File: src/rtl/pkt_deser_pkg.sv
// Shared definitions for the pkt_deser serial packet receiver: default width and FSM encoding.
package pkt_deser_pkg;

  localparam int unsigned PKT_W_DEF = 64;

  typedef enum logic [1:0] {
    ST_IDLE  = 2'd0,
    ST_SHIFT = 2'd1,
    ST_PAR   = 2'd2
  } state_e;

endpackage

File: src/rtl/pkt_deser_if.sv
// Packet receiver bus: serial input, start/ack controls and the published word with status.
interface pkt_deser_if
  import pkt_deser_pkg::*;
#(
  parameter int unsigned PKT_W = PKT_W_DEF
);

  logic             pkt_start;
  logic             din;
  logic             pkt_ack;
  logic [PKT_W-1:0] dout;
  logic             pkt_vld;
  logic             busy;
  logic             ovr;
  logic             par_err;

  // Link/consumer side
  modport master (
    output pkt_start, din, pkt_ack,
    input  dout, pkt_vld, busy, ovr, par_err
  );

  // Receiver side
  modport slave (
    input  pkt_start, din, pkt_ack,
    output dout, pkt_vld, busy, ovr, par_err
  );

endinterface

File: src/rtl/pkt_deser.sv
// Serial-to-parallel packet receiver: MSB-first capture of PKT_W bits, valid/ack publish.
// Optional trailing even-parity bit and par_err output when PKT_PARITY_EN is defined.
module pkt_deser
  import pkt_deser_pkg::*;
#(
  parameter int unsigned PKT_W = PKT_W_DEF
)(
  input  logic       clk,
  input  logic       rst,
  pkt_deser_if.slave bus
);

  localparam int unsigned CNT_W = $clog2(PKT_W + 1);

  state_e           state_q, state_d;
  logic [CNT_W-1:0] cnt_q, cnt_d;
  logic [PKT_W-1:0] shreg_q, shreg_d;
  logic [PKT_W-1:0] dout_q, dout_d;
  logic             vld_q, vld_d;
  logic             busy_q, busy_d;
  logic             ovr_q, ovr_d;
  logic             commit;
  logic [PKT_W-1:0] word;
`ifdef PKT_PARITY_EN
  logic             par_err_q, par_err_d;
`endif

  always_comb begin
    state_d = state_q;
    cnt_d   = cnt_q;
    shreg_d = shreg_q;
    dout_d  = dout_q;
    vld_d   = vld_q;
    ovr_d   = ovr_q;
    commit  = 1'b0;
    word    = shreg_q;
`ifdef PKT_PARITY_EN
    par_err_d = par_err_q;
`endif

    case (state_q)
      ST_IDLE: ;
      ST_SHIFT: begin
        shreg_d = {shreg_q[PKT_W-2:0], bus.din};
        cnt_d   = cnt_q + CNT_W'(1);
        if (cnt_q == CNT_W'(PKT_W - 1)) begin
`ifdef PKT_PARITY_EN
          state_d = ST_PAR;
`else
          state_d = ST_IDLE;
          commit  = 1'b1;
          word    = shreg_d;
`endif
        end
      end
`ifdef PKT_PARITY_EN
      ST_PAR: begin
        state_d   = ST_IDLE;
        commit    = 1'b1;
        word      = shreg_q;
        par_err_d = ^{shreg_q, bus.din};
      end
`endif
      default: state_d = ST_IDLE;
    endcase

    // A start pulse always (re)arms capture; on the commit edge it chains back-to-back.
    if (bus.pkt_start) begin
      state_d = ST_SHIFT;
      cnt_d   = '0;
    end

    if (commit) begin
      dout_d = word;
      vld_d  = 1'b1;
      if (vld_q && !bus.pkt_ack) ovr_d = 1'b1;
    end else if (vld_q && bus.pkt_ack) begin
      vld_d = 1'b0;
      ovr_d = 1'b0;
    end

    busy_d = (state_d != ST_IDLE);
  end

  always_ff @(posedge clk or posedge rst) begin
    if (rst) begin
      state_q <= ST_IDLE;
      cnt_q   <= '0;
      shreg_q <= '0;
      dout_q  <= '0;
      vld_q   <= 1'b0;
      busy_q  <= 1'b0;
      ovr_q   <= 1'b0;
    end else begin
      state_q <= state_d;
      cnt_q   <= cnt_d;
      shreg_q <= shreg_d;
      dout_q  <= dout_d;
      vld_q   <= vld_d;
      busy_q  <= busy_d;
      ovr_q   <= ovr_d;
    end
  end

`ifdef PKT_PARITY_EN
  always_ff @(posedge clk or posedge rst) begin
    if (rst) par_err_q <= 1'b0;
    else     par_err_q <= par_err_d;
  end
  assign bus.par_err = par_err_q;
`else
  assign bus.par_err = 1'b0;
`endif

  assign bus.dout    = dout_q;
  assign bus.pkt_vld = vld_q;
  assign bus.busy    = busy_q;
  assign bus.ovr     = ovr_q;

endmodule

File: src/flat_wrapper.sv
// flat-port wrapper written by rule: the top's interface ports become plain ports
module pkt_deser_flat import pkt_deser_pkg::*;
#(
  parameter int unsigned PKT_W = PKT_W_DEF
)
  (clk, rst, bus_pkt_start, bus_din, bus_pkt_ack, bus_dout, bus_pkt_vld, bus_busy, bus_ovr, bus_par_err);
  pkt_deser_if #(.PKT_W(PKT_W)) bus_i ();
  input  logic clk;
  input  logic rst;
  input wire logic [$bits(bus_i.pkt_start)-1:0] bus_pkt_start;
  input wire logic [$bits(bus_i.din)-1:0] bus_din;
  input wire logic [$bits(bus_i.pkt_ack)-1:0] bus_pkt_ack;
  output wire logic [$bits(bus_i.dout)-1:0] bus_dout;
  output wire logic [$bits(bus_i.pkt_vld)-1:0] bus_pkt_vld;
  output wire logic [$bits(bus_i.busy)-1:0] bus_busy;
  output wire logic [$bits(bus_i.ovr)-1:0] bus_ovr;
  output wire logic [$bits(bus_i.par_err)-1:0] bus_par_err;
  assign bus_i.pkt_start = bus_pkt_start;
  assign bus_i.din = bus_din;
  assign bus_i.pkt_ack = bus_pkt_ack;
  assign bus_dout = bus_i.dout;
  assign bus_pkt_vld = bus_i.pkt_vld;
  assign bus_busy = bus_i.busy;
  assign bus_ovr = bus_i.ovr;
  assign bus_par_err = bus_i.par_err;
  pkt_deser #(.PKT_W(PKT_W)) u_core (.clk(clk), .rst(rst), .bus(bus_i));
endmodule
File: config.mk
export PLATFORM = sky130hd
export DESIGN_NAME = pkt_deser_flat
export DESIGN_NICKNAME = d
export VERILOG_FILES = /design/src/rtl/pkt_deser_pkg.sv /design/src/rtl/pkt_deser_if.sv /design/src/rtl/pkt_deser.sv /design/src/flat_wrapper.sv
export SDC_FILE = /design/constraint.sdc
export NUM_CORES = 1
export LEC_CHECK = 0
export CORE_ASPECT_RATIO = 1.25
export CORE_MARGIN = 2
export CORE_UTILIZATION = 35
export CTS_CLUSTER_DIAMETER = 150
export DETAILED_ROUTE_END_ITERATION = 10
export HOLD_SLACK_MARGIN = 0.05
export PLACE_DENSITY = 0.62
export REMOVE_ABC_BUFFERS = 1
export SYNTH_ARGS = -nofsm -noshare
export SYNTH_HDL_FRONTEND = slang
export SYNTH_SLANG_ARGS = --single-unit
File: constraint.sdc
create_clock -name clk -period 5.3 [get_ports clk]
set_clock_uncertainty 0.2 [all_clocks]
set_input_delay 1.06 -clock clk [delete_from_list [all_inputs] [get_ports clk]]
set_output_delay 1.06 -clock clk [all_outputs]
set_load 0.05 [all_outputs]
## Word-level counts from Yosys, hierarchy flattened

Cells that the tools add are included.

| word-level totals | value |
|---|---|
| logic and storage cells | 32 |
| register bits | 140 |
| bits of input ports | 5 |
| output and inout bits | 68 |

| cells by class | value |
|---|---|
| add/sub/neg operators | 1 |
| equality and inequality tests | 3 |
| reductions and logical operators | 8 |
| multiplexer cells | 13 |

Operator list:

| cell | count |
|---|---|
| $mux 64 | 2 |
| $mux 7 | 2 |
| $add 7x1->7 const B | 1 |
| $eq 7x6->1 const B | 1 |
| $mux 1 | 6 |
| $reduce_bool 2->1 | 3 |
| $mux 2 | 2 |
| $pmux 2 s2 | 1 |
| $eq 2x1->1 const B | 1 |
| $logic_and 1x1->1 | 2 |
| $logic_not 2->1 | 1 |
| $ne 2x2->1 const B | 1 |
| $reduce_and 2->1 | 1 |
| $logic_not 1->1 | 1 |

## Depth between registers and ports, before layout

Gate-level depths: netlist of run 1.

| depth | value |
|---|---|
| depth in word-level cells | 5 |
| depth in mapped cells | 6 |
| depth with buffers taken out | 4 |

## Worst setup path before layout of run 1

OpenSTA, ideal clock, no wires.

| path | value |
|---|---|
| path type | register to output |
| start | reg u_core.vld_q, in the netlist u_core.bus.pkt_vld |
| end | out bus_pkt_vld |
| cell stages (with the launch flop) | 1 |
| arrival time | 612 ps |
| slack | 3428 ps |
| required time | 4040 ps |
| buffers on the path | 0 |
| path through | dfrtp_1 |

RTL lines:

| what | RTL line | text |
|---|---|---|
| from (decl) | pkt_deser.sv:19 | `logic vld_q, vld_d;` |
| from (signal assigned) | pkt_deser.sv:99 | `vld_q <= vld_d;` |
| to (decl) | flat_wrapper.sv:14 | `output wire logic [$bits(bus_i.pkt_vld)-1:0] bus_pkt_vld;` |

No word-level cell between the ends.

## Final worst setup path of run 1

| path | value |
|---|---|
| start | reg u_core.dout_q[19], in the netlist u_core.bus.dout[19] |
| end | out bus_dout[19] |

RTL lines:

| what | RTL line | text |
|---|---|---|
| from (decl) | pkt_deser.sv:18 | `logic [PKT_W-1:0] dout_q, dout_d;` |
| from (signal assigned) | pkt_deser.sv:98 | `dout_q <= dout_d;` |
| to (decl) | flat_wrapper.sv:13 | `output wire logic [$bits(bus_i.dout)-1:0] bus_dout;` |

No word-level cell between the ends.

==> out/metrics.yaml, run 1 <==
status:
  status: "completed"
yosys:
  netlist.area_leader.share_pct: 64.3
  syn_area_per_cell_um2: 16.8
  yosysSeqAreaShare_pct: 64.3
  synth_seq_cells: 139
  yosysWarningCount: 0
  synth_top_cell_by_area: "dfrtp_1"
  synth_area_mm2: 0.00541
  syn_inst: 322
  ys_types: 32
  synthTopCellsByArea: "dfrtp_1, mux2_2, mux2_4"
power:
  power_mw: 2.53
  vdd_drop_max_uv: 247
  p_seq_share_pct: 47.6
  power_density_mw_per_mm2: 368
  p_int_mw: 2.00
  power_frac_comb_pct: 5.4
  p_clk_share_pct: 47.1
  p_sw_share_pct: 21.1
  p_leak_nw: 3.38
  switching_power_mw: 0.534
timing:
  hold_violations: 0
  fin_crit_sh_pct: 54.2
  fmax_mhz: 348
  setup_tns_ns: 0
  rsz0062_at_grt: "no"
  report.final.slew_viol_count: 0
  period_minus_slack_ns: 2.87
  finalSetupViolations: 0
  worst_pin_slew_ns: 0.962
  maxSlewHeadroom_pct: 35.7
clock_network:
  numCtsBuffers: 17
  cts_hold_buf: 0
  cts-root-buf: "clkbuf_16"
  cts_tree: "built"
  cts_setup_buffers: 0
  clkTransAtPathRegs_ns: 0.06
  h-tree-depth: 4
  cts_resized: 0
  clk_latency_ns: 0.42
  cts.path.max_buffers: 2
  cts_sinks: 139
placed_design:
  place_area_mm2: 0.00628
  portBuffers: 71
  dp.cells: 588
  dp_hpwl_um: 5490
  place_congestion: 0.724
drt:
  first_iter_violations: 57
  vias_per_cell: 4.53
  via_count: 2811
  ant_nets: 0
  post_drt_wl_per_cell_um: 14.2
  firstDrtPassIters: 4
  wirelength_um: 8810
  drc: 0
finish:
  drive_gt1_share_pct: 39.8
  fin_nets: 405
  final_core_util_pct: 45.6
  fin_cells: 620
  antenna_cells: 0
  postLayoutCellArea_mm2: 0.00688
  area_growth_pct: 27.2
die:
  fp.dieH_um: 143
  start_util_pct: 35.9
  ios: 73
  core_area_mm2: 0.0151
  die_area_mm2: 0.0165
  fp-row-count: 50
  die_x_um: 115
grt:
  grtUsageTotal_pct: 12.3
  antenna_found_initial: 0
  grt_pass1_vias: 3073
  grt_overflow: 0
  grt_start_max_net_pins: 80
  grt_pass1_wl_um: 15500
critical_path:
  startpoint_type: "flop"
  critical_path.max_stage_delay_ns: 0.82
  critical-path-slowest-cell: "clkdlybuf4s50_1"
  crit_chain: "clkdlybuf4s50_1"
  critical_path.top_delay_family: "buffers and inverters"
  cp_num_buf_inv: 1
  end_kind: "output port"
  required_ns: 4.04
  worst-path-max-fanout: 2
  crit_type: "flop to output port"
  arrival_ns: 1.61
hold_path:
  hold_class: "flop to flop"
job:
  drv_cap: 0
-- final cells by class --
class                           count  area (um^2)
Multi-Input combinational cell    165         1800
Clock buffer                       24          482
Inverter                            2         12.5
Fill cell                        1347         8200
Timing Repair Buffer               74          733
Clock inverter                      8          115
Tap cell                          208          260
Sequential cell                   139         3480
-- through the flow --
step	hold WS (ns)	setup WS, ns
2_1_floorplan	0.276	0.315
3_3_place_gp	0.286	2.53
3_5_place_dp	0.293	2.48
4_1_cts	0.305	2.40
5_1_grt	0.324	2.37
6_report	0.302	2.43
-- layout by cell type (no fill, tap or decap), types with 3 or more instances in the layout --
master           synthesis  final
clkdlybuf4s50_1          0     71
clkbuf_1                 1      4
dfrtp_1                139    139
nor2_1                   5      4
a21oi_1                  4      4
buf_4                    4      3
clkbuf_8                 0      3
o21ai_0                  3      3
bufinv_16                0      3
mux2_4                  28     28
mux2_2                  99     99
clkinv_2                 0      5
clkbuf_16                0     17
nand2_1                  3      3
-- cell families after synthesis --
family,count (synthesis),share of synthesized area (%)
flip-flops,139,64.3
buffers and inverters,19,2.80
XOR/XNOR,2,0.324
other,1,0.0693
AND/OR/NAND/NOR,20,2.31
adder cells (fa/ha/maj),1,0.231
multiplexers,128,28.6
AO/OA/AOI/OAI,12,1.37
-- routing by layer --
| metal | vias to the layer above | track usage (%) | part of all wire (%) |
|---|---|---|---|
| li1 | 1282 | - | - |
| met1 | 1448 | 14.6 | 43 |
| met2 | 63 | 19.0 | 49 |
| met3 | 18 | 5.22 | 5.3 |
| met4 | 0 | 6.15 | 2.4 |
| met5 | - | 0 | 0 |
-- cell usage after synthesis, drive strengths merged --
| master | instances |
|---|---|
| mux2i | 1 |
| a211o | 1 |
| o31ai | 1 |
| xor2 | 2 |
| nor2 | 5 |
| nand3 | 2 |
| nor3 | 1 |
| dfrtp | 139 |
| a21oi | 4 |
| ha | 1 |
| mux2 | 127 |
| clkbuf | 1 |
| or3 | 2 |
| o21ai | 3 |
| buf | 16 |
| nand3b | 1 |
| inv | 2 |
| or4 | 1 |
| or2 | 1 |
| o21bai | 2 |
| nand2b | 2 |
| a21boi | 1 |
| nand4b | 2 |
| nand2 | 3 |
| conb | 1 |
-- worst paths after layout --
check	start	endpoint	slack (ns)	cells after the start
worst max register to register	u_core.cnt_q[0]$_DFFE_PP0P_	u_core.bus.dout[27]$_DFFE_PP0P_	2.96	4
min in group asynchronous	rst	u_core.shreg_q[59]$_DFFE_PP0N_	0.95	2
max in group asynchronous	rst	u_core.bus.dout[31]$_DFFE_PP0P_	3.01	3
worst max-delay path	u_core.bus.dout[19]$_DFFE_PP0P_	bus_dout[19]	2.43	1
worst min-delay path	u_core.shreg_q[62]$_DFFE_PP0N_	u_core.bus.dout[63]$_DFFE_PP0P_	0.30	1
worst min register to register	u_core.shreg_q[62]$_DFFE_PP0N_	u_core.bus.dout[63]$_DFFE_PP0P_	0.30	1
-- registers in the layout, summed over array words and instances (netlist names) --
| signal | count |
|---|---|
| u_core.bus.pkt_vld | 1 |
| u_core.bus.ovr | 1 |
| u_core.bus.busy | 1 |
| u_core.bus.dout | 64 |
| u_core.shreg_q | 63 |
| u_core.cnt_q | 7 |
| u_core.state_q | 2 |
-- power by group through the flow --
stage	Clock [mW]	Sequential (mW)	Combinational (mW)
6_report	1.19	1.20	0.136
3_5_place_dp	0	1.22	0.139
5_1_grt	1.28	1.22	0.154
3_3_place_gp	0	1.22	0.134
2_1_floorplan	0	1.20	0.116
4_1_cts	1.22	1.20	0.140
(Power assumes the default switching activity.)
==> run 2, diff against run 1 <==
- clock period: 5.3 -> 2.97 ns (I/O delays scaled with it)
==> out/metrics.yaml, run 2 (synthesized netlist as in run 1, its figures left out) <==
clock_network:
  numCtsBuffers: 17  # unchanged
  cts_hold_buf: 0  # unchanged
  cts-root-buf: "clkbuf_16"
  clk_latency_ns: 0.41  # about the same
  cts.path.max_buffers: 2  # unchanged
  cts_resized: 0  # unchanged
  clkTransAtPathRegs_ns: 0.06  # about the same
  cts_sinks: 139  # unchanged
  h-tree-depth: 4  # unchanged
  cts_setup_buffers: 0  # unchanged
  cts_tree: "built"
drt:
  ant_nets: 0  # unchanged
  firstDrtPassIters: 4  # unchanged
  first_iter_violations: 111  # +95%
  post_drt_wl_per_cell_um: 14.4  # +1.1%
  wirelength_um: 8940  # +1.5%
  via_count: 2853  # +1.5%
  drc: 0  # unchanged
  vias_per_cell: 4.59  # +1.2%
grt:
  grtUsageTotal_pct: 12.3  # +0.062 points
  grt_start_max_net_pins: 53  # -34%
  antenna_found_initial: 0  # unchanged
  grt_pass1_vias: 3106  # +1.1%
  grt_pass1_wl_um: 15700  # +0.98%
  grt_overflow: 0  # unchanged
hold_path:
  min_path_cells: 1  # unchanged
  hold_class: "flop to flop"
timing:
  finalSetupViolations: 0  # unchanged
  fin_crit_sh_pct: 80.4
  fmax_mhz: 419
  hold_violations: 0  # unchanged
  period_minus_slack_ns: 2.39
  layout_setup_ws_ns: 0.581  # -1.85 ns
  maxSlewHeadroom_pct: 65.4  # +30 points
  report.final.slew_viol_count: 0  # unchanged
  setup_tns_ns: 0  # unchanged
  worst_pin_slew_ns: 0.517  # -0.445 ns
  rsz0062_at_grt: "no"
power:
  power_mw: 4.47  # +77%
  power_density_mw_per_mm2: 644  # +75%
  p_leak_nw: 3.40  # +0.59%
  vdd_drop_max_uv: 317  # +28%
die:
  fp.dieH_um: 143  # unchanged
  die_area_mm2: 0.0165  # unchanged
  start_util_pct: 35.9  # unchanged
  core_area_mm2: 0.0151  # unchanged
  ios: 73  # unchanged
  die_x_um: 115  # unchanged
  fp-row-count: 50  # unchanged
placed_design:
  portBuffers: 71  # unchanged
  dp.cells: 592  # +0.68%
  dp_hpwl_um: 5660  # +3.0%
  place_congestion: 0.637  # -12%
  place_ws_ns: 0.925  # -1.56 ns
finish:
  drive_gt1_share_pct: 40.3  # +0.53 points
  fin_cells: 622  # +0.32%
  num-fill-cells: 1379  # +2.4%
  antenna_cells: 0  # unchanged
  fin_nets: 409  # +0.99%
  seqCellArea_mm2: 0.00348  # unchanged
  layout_common_cells: "dfrtp_1, mux2_2, clkdlybuf4s50_1"
  area_growth_pct: 28.3
  final_core_util_pct: 46.0  # +0.40 points
  multi_input_area_mm2: 0.00180  # unchanged
  final_common_cell: "dfrtp_1"
  largest_reg_flops: 64  # unchanged
critical_path:
  reg2reg_depth: 5  # +1
  crit_chain: "clkdlybuf4s50_1"
  critical_path.top_delay_family: "buffers and inverters"
  end_kind: "output port"
  worst-path-max-fanout: 2  # unchanged
  worst-path-stages: 1  # unchanged
  cp_num_buf_inv: 1  # unchanged
  critical-path-slowest-cell: "clkdlybuf4s50_1"
  arrival_ns: 1.59  # -0.02 ns
  critical_path.max_stage_delay_ns: 0.81  # about the same
  crit_type: "flop to output port"
  startpoint_type: "flop"
  required_ns: 2.18  # -1.86 ns
job:
  drv_cap: 0  # unchanged
status:
  status: "completed"
[run 2: cell types whose count changed in the layout (fill, tap and decap cells not counted)]
cell	delta
bufinv_16	-1
clkinvlp_4	+2
clkbuf_8	+2
clkbuf_1	-1
clkinv_4	+1
clkinv_2	-5
buf_12	+3
buf_4	+1
[run 2: routing by layer]
| metal | wire length [um] | GRT usage (%) | vias up |
|---|---|---|---|
| li1 | - | - | 1301 |
| met5 | 0 | 0 | - |
| met4 | 223 | 6.66 | 0 |
| met1 | 3800 | 14.2 | 1474 |
| met2 | 4510 | 20.1 | 60 |
| met3 | 401 | 4.29 | 18 |
[run 2: report_power, final]
group | switching [mW] | internal, mW
Sequential | 0.103 | 2.04
Combinational | 0.107 | 0.145
Clock | 0.730 | 1.34
Total | 0.940 | 3.53
[run 2: path summary, 6_finish.rpt]
kind | slack (ns) | start | to
worst max-delay path | 0.58 | u_core.bus.dout[23]$_DFFE_PP0P_ | bus_dout[23]
worst min-delay path | 0.31 | u_core.bus.dout[45]$_DFFE_PP0P_ | u_core.bus.dout[45]$_DFFE_PP0P_
worst max register to register | 0.93 | u_core.cnt_q[0]$_DFFE_PP0P_ | u_core.bus.dout[29]$_DFFE_PP0P_
worst min register to register | 0.31 | u_core.bus.dout[45]$_DFFE_PP0P_ | u_core.bus.dout[45]$_DFFE_PP0P_
max in group asynchronous | 1.52 | rst | u_core.shreg_q[41]$_DFFE_PP0N_
min in group asynchronous | 0.39 | rst | u_core.bus.dout[61]$_DFFE_PP0P_
[run 2: layout make-up]
type                       instances  share of cell area [%]
timing repair buffer              78                    11.5
inverter                           2                   0.180
tap                              208                    3.75
sequential                       139                    50.1
multi-input combinational        165                    25.9
clock inverter                     5                    1.21
clock buffer                      25                    7.29
[run 2: through the flow]
| step | hold WS, ns | instance area (um^2) |
|---|---|---|
| final | 0.305 | 6940 |
| after global routing | 0.328 | 6940 |
| after CTS | 0.312 | 6940 |
| after detailed placement | 0.294 | 6350 |
| after global placement | 0.287 | 6350 |
| after floorplan | 0.276 | 5270 |
==> run 3, diff against run 2 <==
- clock period: 2.97 -> 2.4 ns (I/O delays scaled with it)
==> out/metrics.yaml, run 3 (synthesized netlist as in run 1, its figures left out) <==
hold_path:
  hold_class: "primary input to asynchronous set/reset pin"
finish:
  fin_cells: 623  # +0.16%
  final_common_cell: "dfrtp_1"
  fin_nets: 410  # +0.24%
  drive_gt1_share_pct: 40.7  # +0.38 points
  num-fill-cells: 1349  # -2.2%
  final_core_util_pct: 45.9  # -0.083 points
  postLayoutCellArea_mm2: 0.00693  # -0.18%
  antenna_cells: 0  # unchanged
  largest_reg_flops: 64  # unchanged
  area_growth_pct: 28.1
  layout_common_cells: "dfrtp_1, mux2_2, clkdlybuf4s50_1"
die:
  fp-row-count: 50  # unchanged
  core_area_mm2: 0.0151  # unchanged
  start_util_pct: 35.9  # unchanged
  fp.dieH_um: 143  # unchanged
  die_x_um: 115  # unchanged
  die_area_mm2: 0.0165  # unchanged
  ios: 73  # unchanged
critical_path:
  end_kind: "output port"
  critical_path.max_stage_delay_ns: 0.82  # about the same
  crit_chain: "clkdlybuf4s50_1"
  cp_num_buf_inv: 1  # unchanged
  worst-path-max-fanout: 2  # unchanged
  arrival_ns: 1.60  # about the same
  r2r_slack_ns: 0.40  # -0.53 ns
  critical_path.top_delay_family: "buffers and inverters"
  startpoint_type: "flop"
  required_ns: 1.72  # -0.46 ns
  critical-path-slowest-cell: "clkdlybuf4s50_1"
  crit_type: "flop to output port"
drt:
  ant_nets: 0  # unchanged
  top_layer_used: "met4"
  route.met2.wl_um: 4580  # +1.5%
  first_iter_violations: 64  # -42%
  wirelength_um: 8860  # -0.88%
  post_drt_wl_per_cell_um: 14.2  # -1.0%
  firstDrtPassIters: 4  # unchanged
  vias_per_cell: 4.54  # -1.1%
  met3_length_um: 422  # +5.2%
  drc: 0  # unchanged
  via_count: 2827  # -0.91%
  wl_met1_um: 3650  # -3.9%
power:
  power_density_mw_per_mm2: 775  # +20%
  p_leak_nw: 3.39  # about the same
  vdd_drop_max_uv: 532  # +68%
placed_design:
  dp.cells: 593  # +0.17%
  dp_hpwl_um: 5750  # +1.7%
  portBuffers: 71  # unchanged
  place_area_mm2: 0.00638  # +0.51%
  place_congestion: 0.701  # +10%
clock_network:
  clkTransAtPathRegs_ns: 0.06  # about the same
  cts.path.max_buffers: 2  # unchanged
  cts_tree: "built"
  cts-root-buf: "clkbuf_16"
  cts_setup_buffers: 0  # unchanged
  cts_sinks: 139  # unchanged
  cts_resized: 0  # unchanged
  numCtsBuffers: 17  # unchanged
  cts_hold_buf: 0  # unchanged
  clk_latency_ns: 0.41  # about the same
  h-tree-depth: 4  # unchanged
grt:
  grt_pass1_vias: 3184  # +2.5%
  antenna_found_initial: 0  # unchanged
  grt_pass1_wl_um: 15500  # -1.1%
  grt_start_max_net_pins: 42  # -21%
  grt_overflow: 0  # unchanged
  grtUsageTotal_pct: 12.2  # -0.19 points
status:
  status: "completed"
timing:
  finalSetupViolations: 0  # unchanged
  holdWs_ns: 0.210  # -0.0947 ns
  period_minus_slack_ns: 2.28
  hold_violations: 0  # unchanged
  rsz0062_at_grt: "no"
  fin_crit_sh_pct: 94.9
  worst_pin_slew_ns: 0.513  # -0.00423 ns
  report.final.slew_viol_count: 0  # unchanged
  maxSlewHeadroom_pct: 65.7  # +0.28 points
  fmax_mhz: 439
job:
  drv_cap: 0  # unchanged
run 3: cell count changes in the layout (fill, tap and decap cells not counted), sizes merged:
cell	change
clkbuf	-3
clkinv	+4
buf	+1
bufinv	-1
run 3: cell type report:
class                      count  area (um^2)  area share (%)
sequential                   139         3480            50.2
multi-input combinational    165         1800            25.9
timing repair buffer          79          833            12.0
clock buffer                  22          474            6.85
tap                          208          260            3.76
clock inverter                 8         70.1            1.01
inverter                       2         12.5           0.181
run 3: layer usage:
metal / vias to the layer above / track usage [%]
met3: 17 / 4.16
li1: 1294 / -
met5: - / 0
met2: 63 / 20.3
met1: 1453 / 13.6
met4: 0 / 6.53
run 3: report_power, final:
group	switching (mW)	internal (mW)	leakage, nW
clock network	0.912	1.48	0.267
logic	0.134	0.183	1.23
registers	0.127	2.53	1.90
run 3: worst paths after layout:
path,startpoint,endpoint,depth (start not counted)
max,u_core.bus.dout[17]$_DFFE_PP0P_,bus_dout[17],1
max in group asynchronous,rst,u_core.shreg_q[22]$_DFFE_PP0N_,3
max reg2reg,u_core.cnt_q[0]$_DFFE_PP0P_,u_core.bus.dout[50]$_DFFE_PP0P_,5
min reg2reg,u_core.bus.dout[15]$_DFFE_PP0P_,u_core.bus.dout[15]$_DFFE_PP0P_,1
min in group clk,u_core.bus.dout[15]$_DFFE_PP0P_,u_core.bus.dout[15]$_DFFE_PP0P_,1
min,rst,u_core.shreg_q[60]$_DFFE_PP0N_,2
run 3: worst register-to-register path, cell delays in order, from the launching register on:
cell and delay [ns]:
dfrtp_1 0.38, ha_1 0.25, nand4b_4 0.16, or2_2 0.35, buf_12 0.19, mux2_4 0.35
run 3: per-stage QoR:
stage               TNS, ns  worst slack, ns  power (mW)
floorplan           -326.10            -2.00        2.91
global placement          0            0.445        3.00
detailed placement        0            0.409        3.02
CTS                       0           0.0803        5.46
global route              0           0.0632        5.62
finish                    0            0.122        5.37
